===== src/rtl/result_tx_scheduler.sv =====
`default_nettype none
// ============================================================================
//  Module      : result_tx_scheduler
//  Description : Buffers SMA and EMA results in two small FIFOs, arbitrates
//                between them round-robin, and serialises each popped result
//                as a tagged byte frame (TAG, LSB, MSB) into a UART
//                transmitter through a send/ready handshake.
//  Revision    : 1.0 - initial release
// ----------------------------------------------------------------------------
//  Optional feature (macro): TX_CHECKSUM_EN
//    defined   -> a 4th byte TAG ^ LSB ^ MSB is appended to every frame
//    undefined -> frames are exactly 3 bytes
// ----------------------------------------------------------------------------
//  Ports
//    clk           in   1   clock, all state on rising edge
//    reset_n       in   1   asynchronous active-low reset
//    enable        in   1   allow new frames to start
//    sma_valid     in   1   strobe: sma_result valid
//    sma_result    in  16   SMA result
//    ema_valid     in   1   strobe: ema_result valid
//    ema_result    in  16   EMA result
//    tx_ready      in   1   UART idle, can accept a byte
//    tx_send       out  1   one-cycle pulse: transmit tx_data
//    tx_data       out  8   byte to transmit, held between pulses
//    busy          out  1   FSM outside IDLE
//    overflow_cnt  out  8   saturating count of dropped results
// ============================================================================
module result_tx_scheduler #(
  parameter int         FIFO_DEPTH = 4,
  parameter logic [7:0] TAG_SMA    = 8'hA1,
  parameter logic [7:0] TAG_EMA    = 8'hE1
) (
  input  logic        clk,
  input  logic        reset_n,
  input  logic        enable,
  input  logic        sma_valid,
  input  logic [15:0] sma_result,
  input  logic        ema_valid,
  input  logic [15:0] ema_result,
  input  logic        tx_ready,
  output logic        tx_send,
  output logic [7:0]  tx_data,
  output logic        busy,
  output logic [7:0]  overflow_cnt
);

  localparam int c_aw = $clog2(FIFO_DEPTH);
`ifdef TX_CHECKSUM_EN
  localparam logic [2:0] c_nbytes = 3'd4;
`else
  localparam logic [2:0] c_nbytes = 3'd3;
`endif

  typedef enum logic [2:0] {
    ST_IDLE     = 3'd0,
    ST_ARB      = 3'd1,
    ST_SEND     = 3'd2,
    ST_GUARD    = 3'd3,
    ST_WAIT_RDY = 3'd4
  } state_t;

  state_t r_state;
  state_t w_state_next;

  // Index 0 = SMA requester, index 1 = EMA requester.
  logic [15:0] r_mem    [2][FIFO_DEPTH];
  logic [c_aw:0] r_wr_ptr [2];
  logic [c_aw:0] r_rd_ptr [2];
  logic [15:0] w_din    [2];
  logic [15:0] w_head   [2];
  logic [1:0]  w_valid;
  logic [1:0]  w_empty;
  logic [1:0]  w_full;
  logic [1:0]  w_push;
  logic [1:0]  w_pop;
  logic [1:0]  w_drop;

  logic        w_grant_ema;
  logic        r_rr_ema;      // 1: EMA wins the next contested arbitration
  logic [15:0] r_frame;
  logic        r_frame_ema;
  logic [2:0]  r_byte_idx;
  logic [7:0]  r_tx_data;
  logic [7:0]  r_overflow;
  logic [7:0]  w_tag;
  logic [7:0]  w_cur_byte;
  logic [8:0]  w_ovf_sum;
  logic        w_tx_send;

  assign w_valid = {ema_valid, sma_valid};
  assign w_din[0] = sma_result;
  assign w_din[1] = ema_result;

  always_comb begin
    w_empty = '0;
    w_full  = '0;
    for (int i = 0; i < 2; i++) begin
      w_head[i]  = r_mem[i][r_rd_ptr[i][c_aw-1:0]];
      w_empty[i] = (r_wr_ptr[i] == r_rd_ptr[i]);
      // Full when the wrap bits differ but the addresses coincide.
      w_full[i]  = (r_wr_ptr[i][c_aw] != r_rd_ptr[i][c_aw]) &&
                   (r_wr_ptr[i][c_aw-1:0] == r_rd_ptr[i][c_aw-1:0]);
    end
  end

  // Round robin: the pointer only moves on a contested grant, so a lone
  // requester being served does not steal the other's turn.
  assign w_grant_ema = !w_empty[1] && (w_empty[0] || r_rr_ema);
  assign w_pop[0]    = (r_state == ST_ARB) && !w_empty[0] && !w_grant_ema;
  assign w_pop[1]    = (r_state == ST_ARB) && w_grant_ema;

  // A pop in the same cycle frees a slot, so a write into a full FIFO is kept.
  assign w_push = w_valid & (~w_full | w_pop);
  assign w_drop = w_valid & w_full & ~w_pop;

  assign w_ovf_sum = {1'b0, r_overflow} + {8'd0, w_drop[0]} + {8'd0, w_drop[1]};

  always_ff @(posedge clk) begin
    for (int i = 0; i < 2; i++) begin
      if (w_push[i]) r_mem[i][r_wr_ptr[i][c_aw-1:0]] <= w_din[i];
    end
  end

  always_ff @(posedge clk or negedge reset_n) begin
    if (!reset_n) begin
      for (int i = 0; i < 2; i++) begin
        r_wr_ptr[i] <= '0;
        r_rd_ptr[i] <= '0;
      end
    end else begin
      for (int i = 0; i < 2; i++) begin
        if (w_push[i]) r_wr_ptr[i] <= r_wr_ptr[i] + 1'b1;
        if (w_pop[i])  r_rd_ptr[i] <= r_rd_ptr[i] + 1'b1;
      end
    end
  end

  // Frame byte selection.
  always_comb begin
    w_tag = r_frame_ema ? TAG_EMA : TAG_SMA;
    case (r_byte_idx)
      3'd0:    w_cur_byte = w_tag;
      3'd1:    w_cur_byte = r_frame[7:0];
      3'd2:    w_cur_byte = r_frame[15:8];
`ifdef TX_CHECKSUM_EN
      3'd3:    w_cur_byte = w_tag ^ r_frame[7:0] ^ r_frame[15:8];
`endif
      default: w_cur_byte = 8'h00;
    endcase
  end

  always_ff @(posedge clk or negedge reset_n) begin
    if (!reset_n) begin
      r_state <= ST_IDLE;
    end else begin
      r_state <= w_state_next;
    end
  end

  always_comb begin
    w_state_next = r_state;
    w_tx_send    = 1'b0;
    case (r_state)
      ST_IDLE: begin
        if (enable && (w_empty != 2'b11)) w_state_next = ST_ARB;
      end
      ST_ARB: begin
        w_state_next = ST_SEND;
      end
      ST_SEND: begin
        if (tx_ready) begin
          w_tx_send    = 1'b1;
          w_state_next = ST_GUARD;
        end
      end
      ST_GUARD: begin
        // tx_ready may still read high here before the UART deasserts it.
        w_state_next = ST_WAIT_RDY;
      end
      ST_WAIT_RDY: begin
        if (tx_ready) w_state_next = (r_byte_idx == c_nbytes) ? ST_IDLE : ST_SEND;
      end
      default: w_state_next = ST_IDLE;
    endcase
  end

  always_ff @(posedge clk or negedge reset_n) begin
    if (!reset_n) begin
      r_rr_ema    <= 1'b0;
      r_frame     <= 16'h0000;
      r_frame_ema <= 1'b0;
      r_byte_idx  <= 3'd0;
      r_tx_data   <= 8'h00;
      r_overflow  <= 8'h00;
    end else begin
      r_overflow <= w_ovf_sum[8] ? 8'hFF : w_ovf_sum[7:0];
      if (r_state == ST_ARB) begin
        r_frame     <= w_grant_ema ? w_head[1] : w_head[0];
        r_frame_ema <= w_grant_ema;
        r_byte_idx  <= 3'd0;
        if (w_empty == 2'b00) r_rr_ema <= !w_grant_ema;
      end
      if (w_tx_send) begin
        r_tx_data  <= w_cur_byte;
        r_byte_idx <= r_byte_idx + 3'd1;
      end
    end
  end

  // The byte appears on tx_data in the pulse cycle itself, then is held.
  assign tx_send      = w_tx_send;
  assign tx_data      = w_tx_send ? w_cur_byte : r_tx_data;
  assign busy         = (r_state != ST_IDLE);
  assign overflow_cnt = r_overflow;

endmodule
`default_nettype wire


===== config.mk =====
export PLATFORM = sky130hd
export DESIGN_NAME = result_tx_scheduler
export DESIGN_NICKNAME = d
export VERILOG_FILES = /design/src/rtl/result_tx_scheduler.sv
export SDC_FILE = /design/constraint.sdc
export NUM_CORES = 1
export LEC_CHECK = 0
export ABC_AREA = 0
export CAP_MARGIN = 25
export CORE_UTILIZATION = 50
export CTS_CLUSTER_DIAMETER = 40
export CTS_CLUSTER_SIZE = 14
export DETAILED_ROUTE_END_ITERATION = 16
export PLACE_DENSITY = 0.75
export SETUP_SLACK_MARGIN = 0.15
export SYNTH_ARGS = -nofsm -noshare
export SYNTH_HDL_FRONTEND = slang
export SYNTH_SLANG_ARGS = --single-unit

===== constraint.sdc =====
create_clock -name clk -period 2.59 [get_ports clk]
set_input_delay 0.259 -clock clk [delete_from_list [all_inputs] [get_ports clk]]
set_output_delay 0.259 -clock clk [all_outputs]
set_load 0.05 [all_outputs]

* Word-level counts from Yosys, hierarchy flattened *
Memories as Yosys holds them, arrays and structs flattened.
Cells that the tools add are included.

storage, ports and cells
  flip-flop bits (word level) = 52
  memory bits (writable) = 128
  input port bits = 38
  word-level logic and storage cells = 100
  memories kept = 1

operators by class
  add/sub/neg operators = 7
  magnitude comparators = 6
  equal/unequal tests = 17
  muxes and demuxes = 28
  bitwise operators = 10
  reduce and logical (&&, ||, !) cells = 20

memory list
  memory  words  width  read ports  clocked after Yosys merged registers in  wr ports  RTL line  text
  r_mem   2      64     2           0                                        2         66        logic [15:0] r_mem [2][FIFO_DEPTH];

operator list
  operator             number
  $mux 64              2
  $mux 16              7
  $bmux 16 s2          2
  $demux 16 s2         2
  $pmux 8 s3           1
  $mux 8               2
  $add 3x1->3 const B  5
  $mux 3               5
  $pmux 3 s5           1
  $eq 3x2->1 const B   4
  $ge 3x3->1 const B   4
  $not 2->3            4
  $add 8x1->9          1
  $add 9x1->9          1
  $logic_and 1x1->1    9
  $ne 2x2->1 const B   4
  $mux 7               1
  $and 2x2->2          3
  $eq 3x1->1 const B   2
  $eq 3x3->1           2
  $logic_not 3->1      2
  $lt 3x1->1 const B   2
  $eq 2x2->1           2
  $mux 1               4
  other kinds (12)     16

* Depth between registers and ports, before layout *
Gate-level depths: netlist of the first run.

  depth in word-level cells = 10
  mapped depth = 11
  gate-level depth less buffers = 10

* Worst setup path after synthesis of the first run *
No wires, ideal clock.

  kind = reg-to-output
  start = register r_state[0]
  end = output tx_data[0]
  data arrival time = 2.677 ns
  setup slack = -0.346 ns
  cell stages (with the launch flop) = 7
  buffers on the path = 1
  path through = dfrtp_1 -> buf_2 -> nor2_1 -> nand3_1 -> inv_1 -> o311ai_0 -> o21ai_0

between the ends
  cells in the longest elaborated chain, start to end = 3

RTL lines
  what                      RTL line  text
  start: declaration        62        state_t r_state;
  start signal: assignment  156       r_state <= w_state_next;
  $eq 3x2->1                163       case (r_state)
  $mux 1                    163
  net tx_send               41        output logic tx_send,
  $mux 8                    n/a
  end: declaration          42        output logic [7:0] tx_data,

The timed path passes the listed nets, and every way through them passes these cells.

* Final worst setup path of the first run *
  start = register r_rd_ptr[1] in the netlist's numbering
  end = register r_overflow[7], in the netlist overflow_cnt[7]

between the ends
  cells in the longest elaborated chain, start to end = 10
  elaborated cells between the ends (all ways) = 14
  those cells by class = add/sub: 2; eq/ne: 2; mux: 1; bitwise: 3; reduce/logical: 6

RTL lines
  what                              RTL line  text
  start: declaration                68        logic [c_aw:0] r_rd_ptr [2];
  start signal: indexed assignment  133       if (w_pop[i]) r_rd_ptr[i] <= r_rd_ptr[i] + 1'b1;
  $eq 3x3->1                        99        w_empty[i] = (r_wr_ptr[i] == r_rd_ptr[i]);
  $logic_not 1->1                   108       assign w_grant_ema = !w_empty[1] && (w_empty[0] || r_rr_ema);
  $logic_and 1x1->1                 108
  $logic_not 1->1                   109       assign w_pop[0] = (r_state == ST_ARB) && !w_empty[0] && !w_grant_ema;
  $logic_and 1x1->1                 109
  $not 2->2                         114       assign w_drop = w_valid & w_full & ~w_pop;
  $and 2x2->2 (*)                   114
  $add 8x1->9                       116       assign w_ovf_sum = {1'b0, r_overflow} + {8'd0, w_drop[0]} + {8'd0, w_drop[1]};
  $add 9x1->9 (*)                   116
  $mux 8 (*)                        196       r_overflow <= w_ovf_sum[8] ? 8'hFF : w_ovf_sum[7:0];
  end signal: assignment            196
  end: declaration                  84        logic [7:0] r_overflow;

Mark *: on every way between the ends. The rest lies on a longest branch, timed or not.
A chain may end at the register's enable or synchronous reset.

==> results of run 1 <==
-- Yosys cell counts, drive strengths merged, types with 8 or more instances --
cell type  instances  share of area [%]
nand2             24                1.2
a31oi             18                1.7
edfxtp           128                 50
ha                16                2.6
and3b             10                1.1
xnor2             11                1.3
dfrtp             52                 17
buf               17                1.6
nor2              25                1.2
xor2              10                1.4
o21ai             26                1.7
mux4              32                9.4
inv                9               0.44
nand3             36                2.5
clkbuf             8               0.39
-- routing by layer --
layer	vias to the layer above	GRT usage (%)	routed length, um
li1	2037	-	-
met1	2247	25.73	6121
met2	142	33.41	7589
met3	22	4.673	717
met4	0	7.654	259
met5	-	0	0
-- flip-flops by register name, indices dropped and copies added (netlist names) --
| name | count |
|---|---|
| overflow_cnt | 8 |
| r_byte_idx | 3 |
| r_frame | 16 |
| r_frame_ema | 1 |
| r_mem | 128 |
| r_rd_ptr | 6 |
| r_rr_ema | 1 |
| r_state | 3 |
| r_tx_data | 8 |
| r_wr_ptr | 6 |
-- worst paths after layout --
kind                                         to  depth (start not counted)
worst max-delay path            overflow_cnt[7]                          9
worst min-delay path               r_mem[0][67]                          1
worst max register to register  overflow_cnt[7]                          9
worst min register to register    r_byte_idx[2]                          2
max in group asynchronous            r_state[2]                          3
min in group asynchronous          r_tx_data[0]                          3
-- logic make-up (layout without fill, tap and decap cells) --
family,after synthesis,in the layout,share of synthesized area [%]
AO/OA/AOI/OAI,77,77,6.981
multiplexers,37,37,10.07
XOR/XNOR,21,21,2.685
buffers and inverters,34,133,2.473
flip-flops,180,180,66.92
AND/OR/NAND/NOR,115,115,8.007
adder cells (fa/ha/maj),17,17,2.864
-- worst max-delay path: stages, from the launching register on --
cell and delay, ns:
dfrtp_2 0.45, xor2_4 0.22, o31ai_4 0.27, nand3_2 0.13, and3_4 0.19, fa_2 0.35, ha_2 0.21, nand2_1 0.10
nand2_1 0.06, mux2_2 0.25
-- power groups by stage --
stage / combinational (mW) / sequential (mW) / clock (mW)
finish: 5.24 / 4.49 / 2.72
detailed placement: 5.10 / 4.52 / 0
CTS: 5.17 / 4.47 / 2.77
global placement: 4.99 / 4.45 / 0
global route: 5.67 / 4.58 / 2.88
floorplan: 3.48 / 4.47 / 0
-- cell type report --
type / count / area (um^2) / share of cell area, %
repair buffers: 92 / 912.1 / 9.672
clock inverters: 15 / 216.5 / 2.295
inverters: 9 / 33.78 / 0.3582
well taps: 184 / 230.2 / 2.441
multi-input cells: 267 / 2461 / 26.10
flip-flops and latches: 180 / 5151 / 54.62
clock buffers: 17 / 425.4 / 4.511
-- timing repair --
item | 4_1_cts | 5_1_grt
hold endpoints to repair | 52 | 0
gates resized for setup | 7 | 23
endpoints found under the setup margin | 14 | 13
hold buffers | 1 | 0
pin swaps | 0 | 4
setup buffers | 0 | 5
-- per-stage QoR --
stage	setup slack, ns	area [um^2]	util, %
after CTS	0.1346	9306	63.08
after global routing	0.09822	9430	63.92
final	0.2281	9430	63.92
after floorplan	-0.03115	7695	-
after detailed placement	0.1399	8627	58.47
after global placement	0.2112	8627	58.47
==> results.toml, run 1 <==
[drt]
drt_iter0_markers = 407
remaining_drc_errors = 0
vias = 4448
routed_wl_mm = 14.69
vias_per_cell = 5.822
ant_nets = 0
first_pass_iters = 6
wire_per_inst_um = 19.22

[logic_synthesis]
ys_seq_area_share_pct = 66.92
ys_types = 52
ys.flop_type = "edfxtp_1"
synth_cells = 481
synth_fp_nets = 536
syn_area_um2 = 7689
synth_edf_count = 128
ys_warn_count = 0
ys_seq_elements = 180
async_reset_ff_share_pct = 28.89
synth.avg_cell_area_um2 = 15.98

[power]
pwr-share-seq_pct = 36.1
p_per_area_nw_per_um2 = 1320
p_total_mw = 12.45
p_int_mw = 7.797
clkPwrFrac_pct = 21.8
combPwrFrac_pct = 42.1
p_switching_mw = 4.652
swShare_pct = 37.37
p_leak_nw = 3.416
vdd_ir_drop_max_mv = 0.7299

[min_path]
min_from = "ema_result[3]"
min_path_type = "in -> reg"

[global_route]
grt_pass1_wl_mm = 23.80
track_usage_pct = 20.07
grt_pass1_vias = 4588
grt-ovfl-total = 0
grt_max_degree = 53
antenna_found_initial = 0

[clocking]
cts.sink_count = 180
path_clk_slew_ns = 0.07
cts.path.max_buffers = 2
clk_latency_ns = 0.43
htree_num_levels = 4
root_buffer = "clkbuf_16"
tritoncts = "done"
cts_made_buffers = 17

[sta]
setup_viol = 0
fin_hold_ws_ns = 0.4561
maxSlewHeadroom_pct = 56.04
final.min_clock_period_ns = 2.362
tns_ns = 0
drv_slew = 0
tightest_slew_ns = 0.6595
rsz0062_at_grt = "true"
fmax_ghz = 0.4234
finalHoldViolCount = 0
period_share_pct = 91.19
clock-skew-final_ns = 0.009807

[floorplan]
die_h_um = 126.0
pin_count = 56
dieWidth_um = 126.0
rows = 44
floorplan.initialDensity_pct = 52.11
die_area_um2 = 15880
fp.coreArea_um2 = 14750

[run]
max-cap-violations = 0

[worst_setup_path]
r2r_slack_ns = 0.23
cp.arrival_ns = 2.68
crit_type = "reg -> reg"
worstPathMaxFanout = 3
crit_path_end_kind = "flop"
r2r_start = "r_rd_ptr[1]"
cp.required_ns = 2.90
cp-startpoint = "r_rd_ptr[1]"
worstSetupStartpointType = "flop"

[layout]
layout_commonest_cell = "edfxtp_1"
fill_cells = 1004
layout-drive-gt1-share_pct = 25.52
area_growth_pct = 22.65
fin_cells = 764
diodes = 0
nNetsFinal = 622
final_cell_mix = "edfxtp_1 (128), dfrtp_1 (47), clkdlybuf4s50_1 (45)"

[place]
port_buffers = 55
hpwl_mm = 9.745
gp_congestion = 0.8245
placedCellCount = 726

[outcome]
outcome = "completed"
No activity file was read; power rests on OpenSTA's default activity.
==> inputs of run 2 (changes only) <==
--- a/config.mk
+++ b/config.mk
@@ -7,6 +7,7 @@
 export LEC_CHECK = 0
 export ABC_AREA = 0
 export CAP_MARGIN = 25
+export CORE_ASPECT_RATIO = 1.2
 export CORE_UTILIZATION = 50
 export CTS_CLUSTER_DIAMETER = 40
 export CTS_CLUSTER_SIZE = 14
==> run 2 against run 1 <==
  * Highest routed layer unchanged
  * Count of clock-buffer cells in the layout is the same
  * Hold slack lost 0.16 ns
  * Setup slack lost 0.0086 ns
  * Sequential share of layout area is essentially flat
  * Non-clock buffer count grew 3
  * Total power grew 0.18%
  * Clock skew shrank 0.0017 ns
  * Fmax shrank 0.36%
  * Via count grew 0.79%
  * Wire length grew 4.7%
  * Clock power shrank 1%
==> results.toml, run 2 (synthesis gave the netlist of run 1 again) <==
[worst_setup_path]
cp.arrival_ns = 2.11
worstPathMaxFanout = 8
cp.required_ns = 2.33
critPathSlowestCell = "dfrtp_1"
crit_type = "reg -> out"
slowest_delay_ns = 0.41
crit_path_end_kind = "primary output"
critical_path.cell_chain = "inv_1, ha_1, buf_4, a221oi_1, o21ai_1, buf_12"
worstSetupStartpointType = "flop"
r2r_slack_ns = 0.23

[global_route]
grt_use_met2_pct = 35.71
track_usage_pct = 21.23
antenna_found_initial = 0
top_usage_layer = "met2"
grt_pass1_vias = 4612
grtUsageMet3_pct = 4.575
grt_pass1_wl_mm = 24.23
use_met1_pct = 25.71
grt-ovfl-total = 0
grt_max_degree = 36

[layout]
multiInputGateArea_um2 = 2435
layout-drive-gt1-share_pct = 24.70
fill_cells = 1065
layout_commonest_cell = "edfxtp_1"
final_cell_mix = "edfxtp_1 (128), dfrtp_1 (50), clkdlybuf4s50_1 (45)"
area_growth_pct = 22.47
regArea_um2 = 5147
diodes = 0
nNetsFinal = 625
largest_reg_flops = 128

[clocking]
path_clk_slew_ns = 0.07
tritoncts = "done"
cts.path.max_buffers = 2
htree_num_levels = 4
cts_made_buffers = 17
clk_latency_ns = 0.44
root_buffer = "clkbuf_16"
cts.sink_count = 180

[sta]
maxSlewHeadroom_pct = 67.03
period_share_pct = 91.53
setup_viol = 0
rsz0062_at_grt = "false"
final.min_clock_period_ns = 2.371
clock-skew-final_ns = 0.008147
fin_hold_ws_ns = 0.2997
fmax_ghz = 0.4218
tightest_slew_ns = 0.4930
finalHoldViolCount = 0
drv_slew = 0

[floorplan]
pin_count = 56
dieWidth_um = 115.2
fp.coreArea_um2 = 15020
die_area_um2 = 15880
die_h_um = 137.8
rows = 49
floorplan.initialDensity_pct = 51.19

[drt]
wire_per_inst_um = 19.54
first_pass_iters = 4
vias = 4483
vias_per_cell = 5.696
drt_iter0_markers = 325
ant_nets = 0
routed_wl_mm = 15.38
remaining_drc_errors = 0

[outcome]
outcome = "completed"

[min_path]
min_path_type = "in -> async"

[place]
port_buffers = 55
gp_congestion = 0.9242
hpwl_mm = 10.41

[power]
p_total_mw = 12.47
p_per_area_nw_per_um2 = 1324
vdd_ir_drop_max_mv = 0.5752
p_leak_nw = 3.422

[run]
max-cap-violations = 0
## run 2: cell count changes in the layout (fill, tap and decap cells not counted), moves of 3 or more
cell        before  now
ha_1            12   15
clkinvlp_4       1    4
dfrtp_1         47   50
buf_4           36   40
clkinv_8         3    0
dfrtp_2          5    2
## run 2: path summary, 6_finish.rpt
| path | startpoint | endpoint | depth (start not counted) |
|---|---|---|---|
| min | reset_n | r_tx_data[7] | 2 |
| min reg2reg | r_byte_idx[2] | r_byte_idx[2] | 2 |
| max reg2reg | r_rd_ptr[1] | overflow_cnt[7] | 9 |
| max | r_byte_idx[0] | tx_data[5] | 6 |
| min in group clk | ema_result[5] | r_mem[0][85] | 1 |
| max in group asynchronous | reset_n | r_wr_ptr[1] | 3 |
## run 2: through the flow
stage	TNS [ns]	area (um^2)	utilization [%]	worst slack, ns	instances
CTS	0	9331	62.12	0.1074	784
floorplan	-0.2492	7695	-	-0.03115	481
detailed placement	0	8678	57.78	0.09873	750
global placement	0	8675	57.75	0.08340	749
finish	0	9417	62.69	0.2194	787
global route	0	9417	62.69	0.1278	787
## run 2: worst max-delay path, delay by kind of cell (launching register included)
kind,cells,cell delay (ns)
buf+inv,3,0.46
flops,1,0.41
compound gates,2,0.55
fa+ha+maj,1,0.25
## run 2: timing repair
action / 4_1_cts / 5_1_grt
pin swaps: 0 / 2
resized for setup: 5 / 17
hold endpoints to repair: 20 / 0
buffers inserted: 1 / 3
gates cloned: 0 / 0
hold buffers: 1 / 0
setup endpoints to repair: 15 / 13
## run 2: area by class of cell
| class | count | area share (%) |
|---|---|---|
| clock inverters | 15 | 2.060 |
| well taps | 204 | 2.711 |
| inverters | 9 | 0.3588 |
| clock buffers | 17 | 4.518 |
| multi-input cells | 267 | 25.86 |
| repair buffers | 95 | 9.833 |
| flip-flops and latches | 180 | 54.66 |
## run 2: where the power goes
part           total [mW]  switching [mW]  internal, mW
sequential           4.49           0.501          3.99
combinational        5.30            3.05          2.25
clock                2.68            1.13          1.54
## run 2: layer usage
metal  part of all wire (%)  wire length [um]  vias up
li1                       -                 -     2052
met1                     40              6217     2259
met2                     53              8089      135
met3                    3.6               557       37
met4                    3.4               517        0
met5                      0                 0        -
